===== config.mk =====
export PLATFORM = sky130hd
export DESIGN_NAME = pe_array_ctrl
export DESIGN_NICKNAME = d
export VERILOG_FILES = /design/src/rtl/pe_array_ctrl.sv
export SDC_FILE = /design/constraint.sdc
export NUM_CORES = 1
export LEC_CHECK = 0
export ABC_AREA = 1
export CAP_MARGIN = 40
export CORE_ASPECT_RATIO = 1.25
export CORE_MARGIN = 5
export CORE_UTILIZATION = 43
export DETAILED_ROUTE_END_ITERATION = 8
export PLACE_DENSITY = 0.76
export SETUP_SLACK_MARGIN = 0.5
export SYNTH_ARGS = -nofsm -noshare
export SYNTH_HDL_FRONTEND = slang
export SYNTH_SLANG_ARGS = --single-unit

===== constraint.sdc =====
create_clock -name clk -period 7.4 [get_ports clk]
set_input_delay 1.48 -clock clk [delete_from_list [all_inputs] [get_ports clk]]
set_output_delay 1.48 -clock clk [all_outputs]
set_load 0.005 [all_outputs]

===== src/rtl/pe_array_ctrl.sv =====
// pe_array_ctrl: sequencing controller for a weight-stationary ROWS x COLS
// systolic PE array. One job per start: it loads COLS weight beats, streams N
// activation vectors with per-row input skew, and returns one column-aligned
// psum vector per input vector.
// Ports:
//   clk, rst                    clock, synchronous active-high reset
//   start, cfg_num_vecs,
//   cfg_quantize                job launch and configuration, latched at start
//   busy, done                  job status (done is a one-cycle pulse)
//   w_valid/w_ready/w_data      weight stream, one beat per array column
//   a_valid/a_ready/a_data      activation vector stream
//   r_valid/r_ready/r_data      aligned result stream
//   arr_*                       array control, data and psum pins
module pe_array_ctrl #(
  parameter int DATA_WIDTH = 8,
  parameter int ACC_WIDTH  = 32,
  parameter int ROWS       = 4,
  parameter int COLS       = 4,
  parameter int CNT_WIDTH  = 16
) (
  input  logic                       clk,
  input  logic                       rst,
  input  logic                       start,
  input  logic [CNT_WIDTH-1:0]       cfg_num_vecs,
  input  logic                       cfg_quantize,
  output logic                       busy,
  output logic                       done,
  input  logic                       w_valid,
  output logic                       w_ready,
  input  logic [DATA_WIDTH*ROWS-1:0] w_data,
  input  logic                       a_valid,
  output logic                       a_ready,
  input  logic [DATA_WIDTH*ROWS-1:0] a_data,
  output logic                       r_valid,
  input  logic                       r_ready,
  output logic [ACC_WIDTH*COLS-1:0]  r_data,
  output logic                       arr_enable,
  output logic                       arr_load_weight,
  output logic                       arr_quantize_mode,
  output logic [DATA_WIDTH*ROWS-1:0] arr_act_flat,
  output logic [DATA_WIDTH*ROWS-1:0] arr_weight_flat,
  output logic [ACC_WIDTH*COLS-1:0]  arr_psum_in_flat,
  input  logic [ACC_WIDTH*COLS-1:0]  arr_psum_out_flat
);

  // A vector's tag exits exactly when its last column's psum is aligned.
  localparam int TAG_LEN = ROWS + COLS - 1;

  typedef enum logic [2:0] {IDLE, LOAD_W, COMPUTE, DRAIN, DONE} state_t;

  state_t                      state, state_next;
  logic [CNT_WIDTH-1:0]        n_q, beat_cnt, res_cnt;
  logic                        quant_q;
  logic [TAG_LEN-1:0]          tag_q;
  logic                        r_valid_q;
  logic [ACC_WIDTH*COLS-1:0]   r_data_q;
  logic                        step, out_free, w_fire, r_fire, capture, tag_in;
  logic [DATA_WIDTH*ROWS-1:0]  skew_in, skew_out;
  logic [ACC_WIDTH*COLS-1:0]   aligned;

  always_ff @(posedge clk) begin
    if (rst) state <= IDLE;
    else     state <= state_next;
  end

  always_comb begin
    state_next        = state;
    busy              = (state != IDLE);
    done              = (state == DONE);
    out_free          = !r_valid_q || r_ready;
    r_fire            = r_valid_q && r_ready;
    w_ready           = (state == LOAD_W);
    w_fire            = w_ready && w_valid;
    a_ready           = (state == COMPUTE) && out_free;
    step              = 1'b0;
    tag_in            = (state == COMPUTE);
    skew_in           = (state == COMPUTE) ? a_data : '0;
    arr_load_weight   = w_fire;
    arr_weight_flat   = w_fire ? w_data : '0;
    arr_act_flat      = (state == COMPUTE || state == DRAIN) ? skew_out : '0;
    arr_quantize_mode = quant_q && (state != IDLE);
    arr_psum_in_flat  = '0;
    case (state)
      IDLE: begin
        if (start) state_next = (cfg_num_vecs == '0) ? DONE : LOAD_W;
      end
      LOAD_W: begin
        if (w_fire && beat_cnt == CNT_WIDTH'(COLS - 1)) state_next = COMPUTE;
      end
      COMPUTE: begin
        step = out_free && a_valid;
        if (step && beat_cnt == n_q - CNT_WIDTH'(1)) state_next = DRAIN;
      end
      DRAIN: begin
        step = out_free;
        if (r_fire && res_cnt == n_q - CNT_WIDTH'(1)) state_next = DONE;
      end
      DONE:    state_next = IDLE;
      default: state_next = IDLE;
    endcase
    arr_enable = step;
    capture    = step && tag_q[TAG_LEN-1];
  end

  assign r_valid = r_valid_q;
  assign r_data  = r_data_q;

  // beat_cnt counts weight beats in LOAD_W, then accepted vectors in COMPUTE.
  always_ff @(posedge clk) begin
    if (rst) begin
      n_q      <= '0;
      quant_q  <= 1'b0;
      beat_cnt <= '0;
      res_cnt  <= '0;
    end else begin
      if (state == IDLE && start) begin
        n_q      <= cfg_num_vecs;
        quant_q  <= cfg_quantize;
        beat_cnt <= '0;
        res_cnt  <= '0;
      end
      if (w_fire)
        beat_cnt <= (beat_cnt == CNT_WIDTH'(COLS - 1)) ? '0 : beat_cnt + CNT_WIDTH'(1);
      if (step && state == COMPUTE)
        beat_cnt <= beat_cnt + CNT_WIDTH'(1);
      if (r_fire)
        res_cnt <= res_cnt + CNT_WIDTH'(1);
    end
  end

  always_ff @(posedge clk) begin
    if (rst) begin
      tag_q     <= '0;
      r_valid_q <= 1'b0;
      r_data_q  <= '0;
    end else begin
      if (step) tag_q <= {tag_q[TAG_LEN-2:0], tag_in};
      if (capture) begin
        r_valid_q <= 1'b1;
        r_data_q  <= aligned;
      end else if (r_fire) begin
        r_valid_q <= 1'b0;
      end
    end
  end

  // Input skew: row i is delayed by i steps; row 0 goes straight through.
  for (genvar gi = 0; gi < ROWS; gi++) begin : g_skew
    if (gi == 0) begin : g_pass
      assign skew_out[0 +: DATA_WIDTH] = skew_in[0 +: DATA_WIDTH];
    end else begin : g_dly
      logic [DATA_WIDTH-1:0] dly [gi];
      always_ff @(posedge clk) begin
        if (rst) begin
          for (int unsigned k = 0; k < gi; k++) dly[k] <= '0;
        end else if (step) begin
          dly[0] <= skew_in[gi*DATA_WIDTH +: DATA_WIDTH];
          for (int unsigned k = 1; k < gi; k++) dly[k] <= dly[k-1];
        end
      end
      assign skew_out[gi*DATA_WIDTH +: DATA_WIDTH] = dly[gi-1];
    end
  end

  // Output deskew: column j waits COLS-1-j steps so all columns line up with
  // the last column, which is used directly.
  for (genvar gj = 0; gj < COLS; gj++) begin : g_deskew
    localparam int D = COLS - 1 - gj;
    if (D == 0) begin : g_pass
      assign aligned[gj*ACC_WIDTH +: ACC_WIDTH] = arr_psum_out_flat[gj*ACC_WIDTH +: ACC_WIDTH];
    end else begin : g_dly
      logic [ACC_WIDTH-1:0] dly [D];
      always_ff @(posedge clk) begin
        if (rst) begin
          for (int unsigned k = 0; k < D; k++) dly[k] <= '0;
        end else if (step) begin
          dly[0] <= arr_psum_out_flat[gj*ACC_WIDTH +: ACC_WIDTH];
          for (int unsigned k = 1; k < D; k++) dly[k] <= dly[k-1];
        end
      end
      assign aligned[gj*ACC_WIDTH +: ACC_WIDTH] = dly[D-1];
    end
  end

endmodule

==> metrics.txt, run 1 <==
CTS root buffer=clkbuf_16; Rel. slew slack=0.176; Post-synth ARST share=0; minimum clock period=4610 ps; nets=approximately 2800; Area growth, synth to finish=30.7%; num ports=between 500 and 600; Reg clk slew, reported paths=approximately 60 ps; Pleak=10.8 nW; synth unique cells=44; final-report setup violation count=0; die height=~240 um; H-tree Lvls=2; final non-filler cell total=about 3200; Arr. time, crit path=about 3100 ps; Synth warnings=0; antenna-violating nets left=0; FF+latch area=roughly 11000 um2; crit path buf inv count=5; commonest non-fill, non-tap cells in the layout=nor2_1, clkdlybuf4s50_1, inv_1; clock buffer depth=3; Post-Route Skew=~14 ps; CP startpoint kind=primary input; post-synthesis register bit count=428; latest clock arrival within the worst-skew pair=~560 ps; final hold violation count=0; post-synthesis sequential area ratio=0.582; max-slew violations=0; total CTS buffers=45; Starting Density=0.436; first-pass GRT wire length=~76000 um; # hold bufs at CTS=0; CTS tree=built; Final period util=0.623; commonest non-fill, non-tap cell in the layout=nor2_1; worst hold path class=reg -> reg; global placer's final weighted congestion=0.863; via/cell ratio=about 4.6; Max-Cap Viols=0; Port Buffers=~410; grt total ovfl=0; Die X=~200 um; Worst-Margin Slew=1240 ps; Core Footprint=approximately 43000 um2; RSZ-0062 raised after global routing=false; vias in the first global route=between 10000 and 15000; crit path max fanout=32; Main synth FF type=edfxtp_1; DRT iter0 DRCs=approximately 830; Rows=85; placed cells=approximately 3100; achievable frequency=between 200 and 250 MHz; crit end category=primary output; share of cells above drive strength 1=0.0517; area of the multi-input gates=5520 um2; crit-path max cell delay=around 510 ps; CP Cell Sequence=clkdlybuf4s50_1 > inv_1 > nor2_4 > inv_1 > buf_16 > nor2_1 > clkdlybuf4s50_1; slowest stage cell, crit path=clkdlybuf4s50_1; Pwr per Cell Area=approximately 280 nW/um2; vias=roughly 15000; die area=between 40000 and 50000 um2; Final HPWL DP=35100 um; GRT Overall Usage=0.194; status=finished clean; Syn Inst Count=2173; critical path type=in -> out; total wire length=49200 um; Setup TNS Final=0 ps; DRC=0; DR pass1 iterations=5; Syn Area/Cell=around 8.7 um2; post-cts repair resize count=0; largest net degree at the start of global routing=223; WL/cell=15.6 um; FILL cells=between 3000 and 4000; clock sink count=428; Setup Buffers After CTS=0; initial antenna violation count=5; CP top delay family=buffers and inverters; number of synthesized flops with an enable pin=between 200 and 250; CP Data Required Time=roughly 6000 ps; synthesized cell area=approximately 19000 um2; peak supply drop=about 0.25 mV
==> final cells by class <==
cell class / count / area share
timing repair buffer: 426 / 0.176
tap: 565 / 0.0287
clock buffer: 60 / 0.0521
inverter: 399 / 0.0610
antenna: 3 / 0.000305
multi-input combinational: 1257 / 0.224
clock inverter: 20 / 0.0127
sequential: 428 / 0.445
==> report_power, final <==
group	internal, mW	switching, mW	leakage, nW
Sequential	2.93	0.126	4.03
Clock	1.50	0.927	0.780
Combinational	0.496	0.878	5.98
==> sequential cells by signal (all words and copies together), names as in the netlist <==
signal              count
res_cnt                16
r_valid                 1
n_q                    16
r_data                128
g_skew.g_dly.dly       48
quant_q                 1
state                   3
g_deskew.g_dly.dly    192
tag_q                   7
beat_cnt               16
==> path summary, 6_finish.rpt <==
check,startpoint,to,slack (ps),cells after the start
worst min-delay path,quant_q$_SDFFE_PP0P_,quant_q$_SDFFE_PP0P_,460,2
worst max-delay path,w_valid,arr_weight_flat[2],2790,7
worst max register to register,state[0]$_SDFFE_PP0P_,r_data[35]$_SDFFE_PP0P_,4570,10
worst min register to register,quant_q$_SDFFE_PP0P_,quant_q$_SDFFE_PP0P_,460,2
==> worst min-delay path, cell delays in order (launching register included) <==
cell	delay [ps]
dfxtp_1	290
inv_1	60
a21oi_1	60
==> cells by family (layout without fill, tap and decap cells) <==
kind of cell	count (synthesis)	after routing	share of synthesized area
xor+xnor	3	3	0.00139
fa+ha+maj	3	3	0.00199
buf+inv	615	905	0.152
simple gates	890	890	0.198
compound gates	233	233	0.0647
flops	428	428	0.582
other cells	1	131	0.000199
==> metrics by stage <==
step | total power, mW | worst slack [ps] | hold slack, ps | utilization | instance area (um2)
global route | 7.22 | 2710 | 480 | 0.569 | 24600
floorplan | 4.01 | 1990 | 430 | - | 19300
global placement | 4.44 | 2600 | 442 | 0.530 | 22900
finish | 6.86 | 2790 | 464 | 0.569 | 24600
detailed placement | 4.48 | 2500 | 458 | 0.532 | 23000
CTS | 6.93 | 2510 | 472 | 0.568 | 24600
==> synthesized netlist by cell type, types with 2 or more instances <==
cell type	number	area, um2
xor2_1	3	26.3
buf_2	32	160
o21ai_0	114	571
o21ai_1	56	280
a22oi_1	2	15.0
nor3_2	6	60.1
nor2_4	8	90.1
o22ai_1	6	37.5
o21ai_2	2	17.5
nand3_2	3	30.0
nor4_1	10	62.6
edfxtp_1	240	7210
nor2_1	605	2270
nand2_2	7	43.8
a211oi_1	5	37.5
nand3_1	78	390
inv_1	392	1470
a31oi_1	4	25.0
buf_4	136	1020
inv_2	6	22.5
clkbuf_1	47	176
nand4_1	9	56.3
nor2_2	11	68.8
ha_1	3	37.5
nand2_1	134	503
dfxtp_1	188	3760
nor3_1	11	55.1
a21oi_1	39	195
==> layer usage <==
metal	vias to the layer above	track usage	share of wire
met2	504	0.357	0.54
met4	0	0.0716	0.029
met3	87	0.0339	0.063
li1	7274	-	-
met5	-	0	0
met1	6759	0.226	0.37
Note: power is estimated with default switching activity, not from simulation.
==> inputs of run 2 (changes only) <==
==> constraint.sdc (replaced) <==
create_clock -name clk -period 3.9 [get_ports clk]
set_input_delay 0.78 -clock clk [delete_from_list [all_inputs] [get_ports clk]]
set_output_delay 0.78 -clock clk [all_outputs]
set_load 0.005 [all_outputs]
==> run 2 against run 1 <==
Against the previous run: sequential share of layout area decreased by 0.063 points; combinational power rose by 99%; core utilization increased by 0.087 points; clock power increased by 76%; worst setup slack lost 2100 ps; sequential power is 90% higher; global-route usage grew 0.10 points; die area unchanged; via count rose by 0.97%; worst hold slack lost 13 ps; register-to-register slack worse by 3300 ps; critical path depth up 1.
==> metrics.txt, run 2 (synthesis gave the netlist of run 1 again) <==
die area=48200 um2; CTS tree=built; global placer's final weighted congestion=a little over 0.9; crit-path max cell delay=~530 ps; die height=roughly 240 um; CP most frequent cell=buf_12; CP top delay family=buffers and inverters; WL/cell=between 15 and 20 um; final-report setup violation count=0; status=finished clean; grt total ovfl=0; CP startpoint kind=flip-flop; minimum clock period=between 3000 and 4000 ps; DR pass1 iterations=5; Starting Density=0.436; vias in the first global route=roughly 15000; H-tree Lvls=2; Port Buffers=around 410; crit path buf inv count=5; Pleak=around 11 nW; CP Cell Sequence=nor3_2 > inv_1 > nor2_4 > buf_12 > clkinvlp_4 > buf_12 > nor2_1 > clkdlybuf4s50_1; Pwr per Cell Area=519 nW/um2; reg2reg start=n_q[0]$_SDFFE_PP0P_; Max-Cap Viols=0; Final HPWL DP=roughly 35000 um; initial antenna violation count=5; max FFs per register=between 150 and 200; first-pass GRT wire length=just under 80000 um; Biggest register=g_deskew.g_dly.dly; total CTS buffers=45; latest clock arrival within the worst-skew pair=about 540 ps; clock sink count=between 400 and 500; Setup TNS Final=0 ps; largest net degree at the start of global routing=around 150; peak supply drop=roughly 0.33 mV; commonest non-fill, non-tap cell in the layout=nor2_1; RSZ-0062 raised after global routing=false; total wire length=about 50000 um; worst hold path class=reg -> reg; Area growth, synth to finish=30.9%; share of cells above drive strength 1=0.0549; achievable frequency=slightly above 300 MHz; Die X=between 150 and 200 um; Worst Hold Slack=approximately 450 ps; Placed Instance Area=around 23000 um2; final hold violation count=0; R2R depth=15; Core Footprint=roughly 43000 um2; Reg clk slew, reported paths=approximately 60 ps; FILL cells=about 3800; CP Launch Point=state[2]$_SDFFE_PP0P_; CTS root buffer=clkbuf_16; clock buffer depth=3; WP depth=8; placed cells=between 3000 and 4000; DRT iter0 DRCs=735; HP Start=quant_q$_SDFFE_PP0P_; nets=2788; DRC=0; GRT Overall Usage=0.195; crit path max fanout=16; slowest stage cell, crit path=clkdlybuf4s50_1; Final Power=12.8 mW; antenna-violating nets left=0; Rel. slew slack=0.447; critical path type=reg -> out; commonest non-fill, non-tap cells in the layout=nor2_1, clkdlybuf4s50_1, inv_1; design area=roughly 25000 um2; vias=14766; Worst-Margin Slew=828 ps; CP Data Required Time=around 3100 ps; hold path depth=2; Post-Route Skew=12.7 ps; Final period util=0.835; via/cell ratio=about 4.6; num ports=between 500 and 600; final non-filler cell total=3176; max-slew violations=0; Arr. time, crit path=~2500 ps; crit end category=primary output; Rows=85; # hold bufs at CTS=0
==> run 2: cell count changes in the layout (fill, tap and decap cells not counted), moves of 2 or more <==
| cell | before | now |
|---|---|---|
| clkinv_4 | 0 | 2 |
| clkinv_2 | 5 | 7 |
| buf_4 | 6 | 12 |
| buf_12 | 3 | 12 |
| buf_16 | 3 | 0 |
| clkbuf_1 | 7 | 16 |
| inv_6 | 3 | 1 |
| bufinv_16 | 8 | 3 |
| clkbuf_8 | 6 | 4 |
==> run 2: timing repair <==
item | in CTS | in global routing
cloned | 1 | 0
endpoints found under the setup margin | 32 | 6
setup buffers | 5 | 0
pin swaps | 1 | 0
gates resized for setup | 2 | 1
==> run 2: area by class of cell <==
cell class | instances | area (um2) | area share
sequential | 428 | 11000 | 0.445
multi-input combinational | 1257 | 5520 | 0.224
timing repair buffer | 438 | 4470 | 0.181
inverter | 399 | 1510 | 0.0610
clock buffer | 68 | 1320 | 0.0533
tap | 565 | 707 | 0.0286
clock inverter | 16 | 163 | 0.00659
antenna | 4 | 10.0 | 0.000406
timing repair inverter | 1 | 7.51 | 0.000304
==> run 2: through the flow <==
stage,utilization,worst slack (ps)
CTS,0.570,566
floorplan,-,1100
global placement,0.534,475
finish,0.570,644
detailed placement,0.534,316
global route,0.570,515
==> run 2: power by group <==
group,internal (mW),total [mW],switching (mW)
clock network,2.54,4.28,1.74
logic,1.00,2.72,1.72
registers,5.56,5.80,0.237
total,9.10,12.8,3.70
==> run 2: metal layers <==
metal	wire, um	global-route usage
met1	19000	0.226
met2	25700	0.356
met3	3030	0.0343
met4	1950	0.0771
met5	13	0
==> run 2: worst reg2reg max path: stages (launching register included) <==
cell and delay [ps]:
dfxtp_1 400, inv_2 140, ha_1 310, nand2_1 170
nor2_2 220, nand3_1 170, nand3_1 150, nand3_1 110
nor2_1 120, nand2_1 70, nor2_1 110, nand3_1 140
nand2_1 100, nand3_2 110, o21ai_1 180, inv_1 60
==> run 2: final timing paths <==
kind	end	slack, ps
worst max register to register	state[1]$_SDFFE_PP0P_	1250
worst min-delay path	quant_q$_SDFFE_PP0P_	450
worst min register to register	quant_q$_SDFFE_PP0P_	450
worst max-delay path	arr_weight_flat[5]	640
==> inputs of run 3 (changes only) <==
==> constraint.sdc (replaced) <==
create_clock -name clk -period 2.89 [get_ports clk]
set_input_delay 0.578 -clock clk [delete_from_list [all_inputs] [get_ports clk]]
set_output_delay 0.578 -clock clk [all_outputs]
set_load 0.005 [all_outputs]
==> run 3 against run 2 <==
Against the previous run: register-to-register slack got worse by 690 ps; worst hold slack improved by 8.9 ps; die area unchanged; worst setup slack got worse by 280 ps; global-route usage increased by 0.64 points; total power increased by 41%; cell area increased by 2.3%; clock power increased by 45%.
==> metrics.txt, run 3 (synthesis gave the netlist of run 1 again) <==
status=finished clean; Rows=85; DRT iter0 DRCs=around 840; global placer's final weighted congestion=0.901; WL/cell=approximately 16 um; clock buffer depth=3; critical path type=reg -> out; Final HPWL DP=roughly 37000 um; final-report setup violation count=0; CP startpoint kind=flip-flop; Setup TNS Final=0 ps; Core Footprint=43300 um2; clock sink count=approximately 430; RSZ-0062 raised after global routing=true; final hold violation count=0; Area growth, synth to finish=33.9%; grt total ovfl=0; GRT Overall Usage=0.202; DRC=0; first-pass GRT wire length=around 78000 um; vias=around 15000; minimum clock period=between 2000 and 3000 ps; Final Worst Setup Slack=~370 ps; Reg clk slew, reported paths=approximately 70 ps; CTS tree=built; Biggest register=g_deskew.g_dly.dly; H-tree Lvls=2; share of cells above drive strength 1=0.0983; die height=between 200 and 250 um; via/cell ratio=4.62; worst slack at placement=about 120 ps; commonest non-fill, non-tap cells in the layout=nor2_1, inv_1, clkdlybuf4s50_1; crit path max fanout=8; vias in the first global route=14561; Rel. slew slack=0.477; total wire length=just over 50000 um; crit end category=primary output; max-slew violations=0; FILL cells=3678; worst hold path class=reg -> reg; antenna-violating nets left=0; Starting Density=0.436; Pleak=between 10 and 15 nW; Port Buffers=between 400 and 500; Max-Cap Viols=0; latest clock arrival within the worst-skew pair=roughly 530 ps; DR pass1 iterations=5; Die X=approximately 200 um; CP Data Required Time=about 2300 ps; Post-Route Skew=14.9 ps; nets=2809; CTS root buffer=clkbuf_16; num ports=between 500 and 600; initial antenna violation count=7; Final period util=0.874; peak supply drop=between 0.6 and 0.7 mV; commonest non-fill, non-tap cell in the layout=nor2_1; total CTS buffers=44; Arr. time, crit path=between 1500 and 2000 ps; die area=roughly 48000 um2; largest net degree at the start of global routing=about 140; Pwr per Cell Area=approximately 720 nW/um2; # hold bufs at CTS=0; max FFs per register=~190; achievable frequency=396 MHz; Worst-Margin Slew=785 ps
run 3: cell type report:
type	count	area (um2)	area share
Multi-Input combinational cell	1257	5810	0.230
Inverter	399	1510	0.0599
Clock buffer	56	1220	0.0483
Timing Repair Buffer	461	4610	0.182
Tap cell	565	707	0.0280
Sequential cell	428	11000	0.435
Antenna cell	6	15.0	0.000595
Clock inverter	24	383	0.0152
run 3: worst paths after layout:
path                                             from                       end  slack, ps  depth (start not counted)
worst max-delay path            state[2]$_SDFFE_PP0P_        arr_weight_flat[9]        370                          7
worst min-delay path             quant_q$_SDFFE_PP0P_      quant_q$_SDFFE_PP0P_        460                          2
worst max register to register  state[0]$_SDFFE_PP0P_  r_data[127]$_SDFFE_PP0P_        560                         12
worst min register to register   quant_q$_SDFFE_PP0P_      quant_q$_SDFFE_PP0P_        460                          2
run 3: power breakdown:
group	switching (mW)	internal [mW]	leakage [nW]
Clock	2.33	3.88	0.779
Sequential	0.336	7.51	4.04
Combinational	2.50	1.53	6.48
run 3: repair_timing:
action / CTS / global route
buffers inserted: 9 / 3
gates cloned: 3 / 1
gates resized for setup: 179 / 105
hold endpoints to repair: 0 / 0
setup endpoints to repair: 74 / 63
pin swaps: 4 / 5
run 3: critical path, cell delays in order, from the launching register on:
cell and delay [ps]:
dfxtp_4 370, nor3_4 210, inv_2 70, nor2_4 150, clkinv_4 150, clkbuf_16 220
nor2_2 110, clkbuf_2 120
run 3: stage by stage:
step | utilization | hold WS, ps | cell area [um2] | instances | power, mW
2_1_floorplan | - | 430 | 19400 | 2300 | 10.2
3_3_place_gp | 0.538 | 442 | 23300 | 3094 | 11.6
3_5_place_dp | 0.538 | 454 | 23300 | 3094 | 11.7
4_1_cts | 0.580 | 462 | 25100 | 3186 | 18.2
5_1_grt | 0.583 | 486 | 25200 | 3194 | 19.0
6_report | 0.583 | 460 | 25200 | 3196 | 18.1
run 3: per-layer routing:
layer  track usage  vias to the layer above  share of wire
met5             0                        -        0.00039
met4        0.0730                        2          0.035
met3        0.0380                       92          0.060
met2         0.373                      483           0.54
met1         0.230                     6815           0.37
li1              -                     7358              -
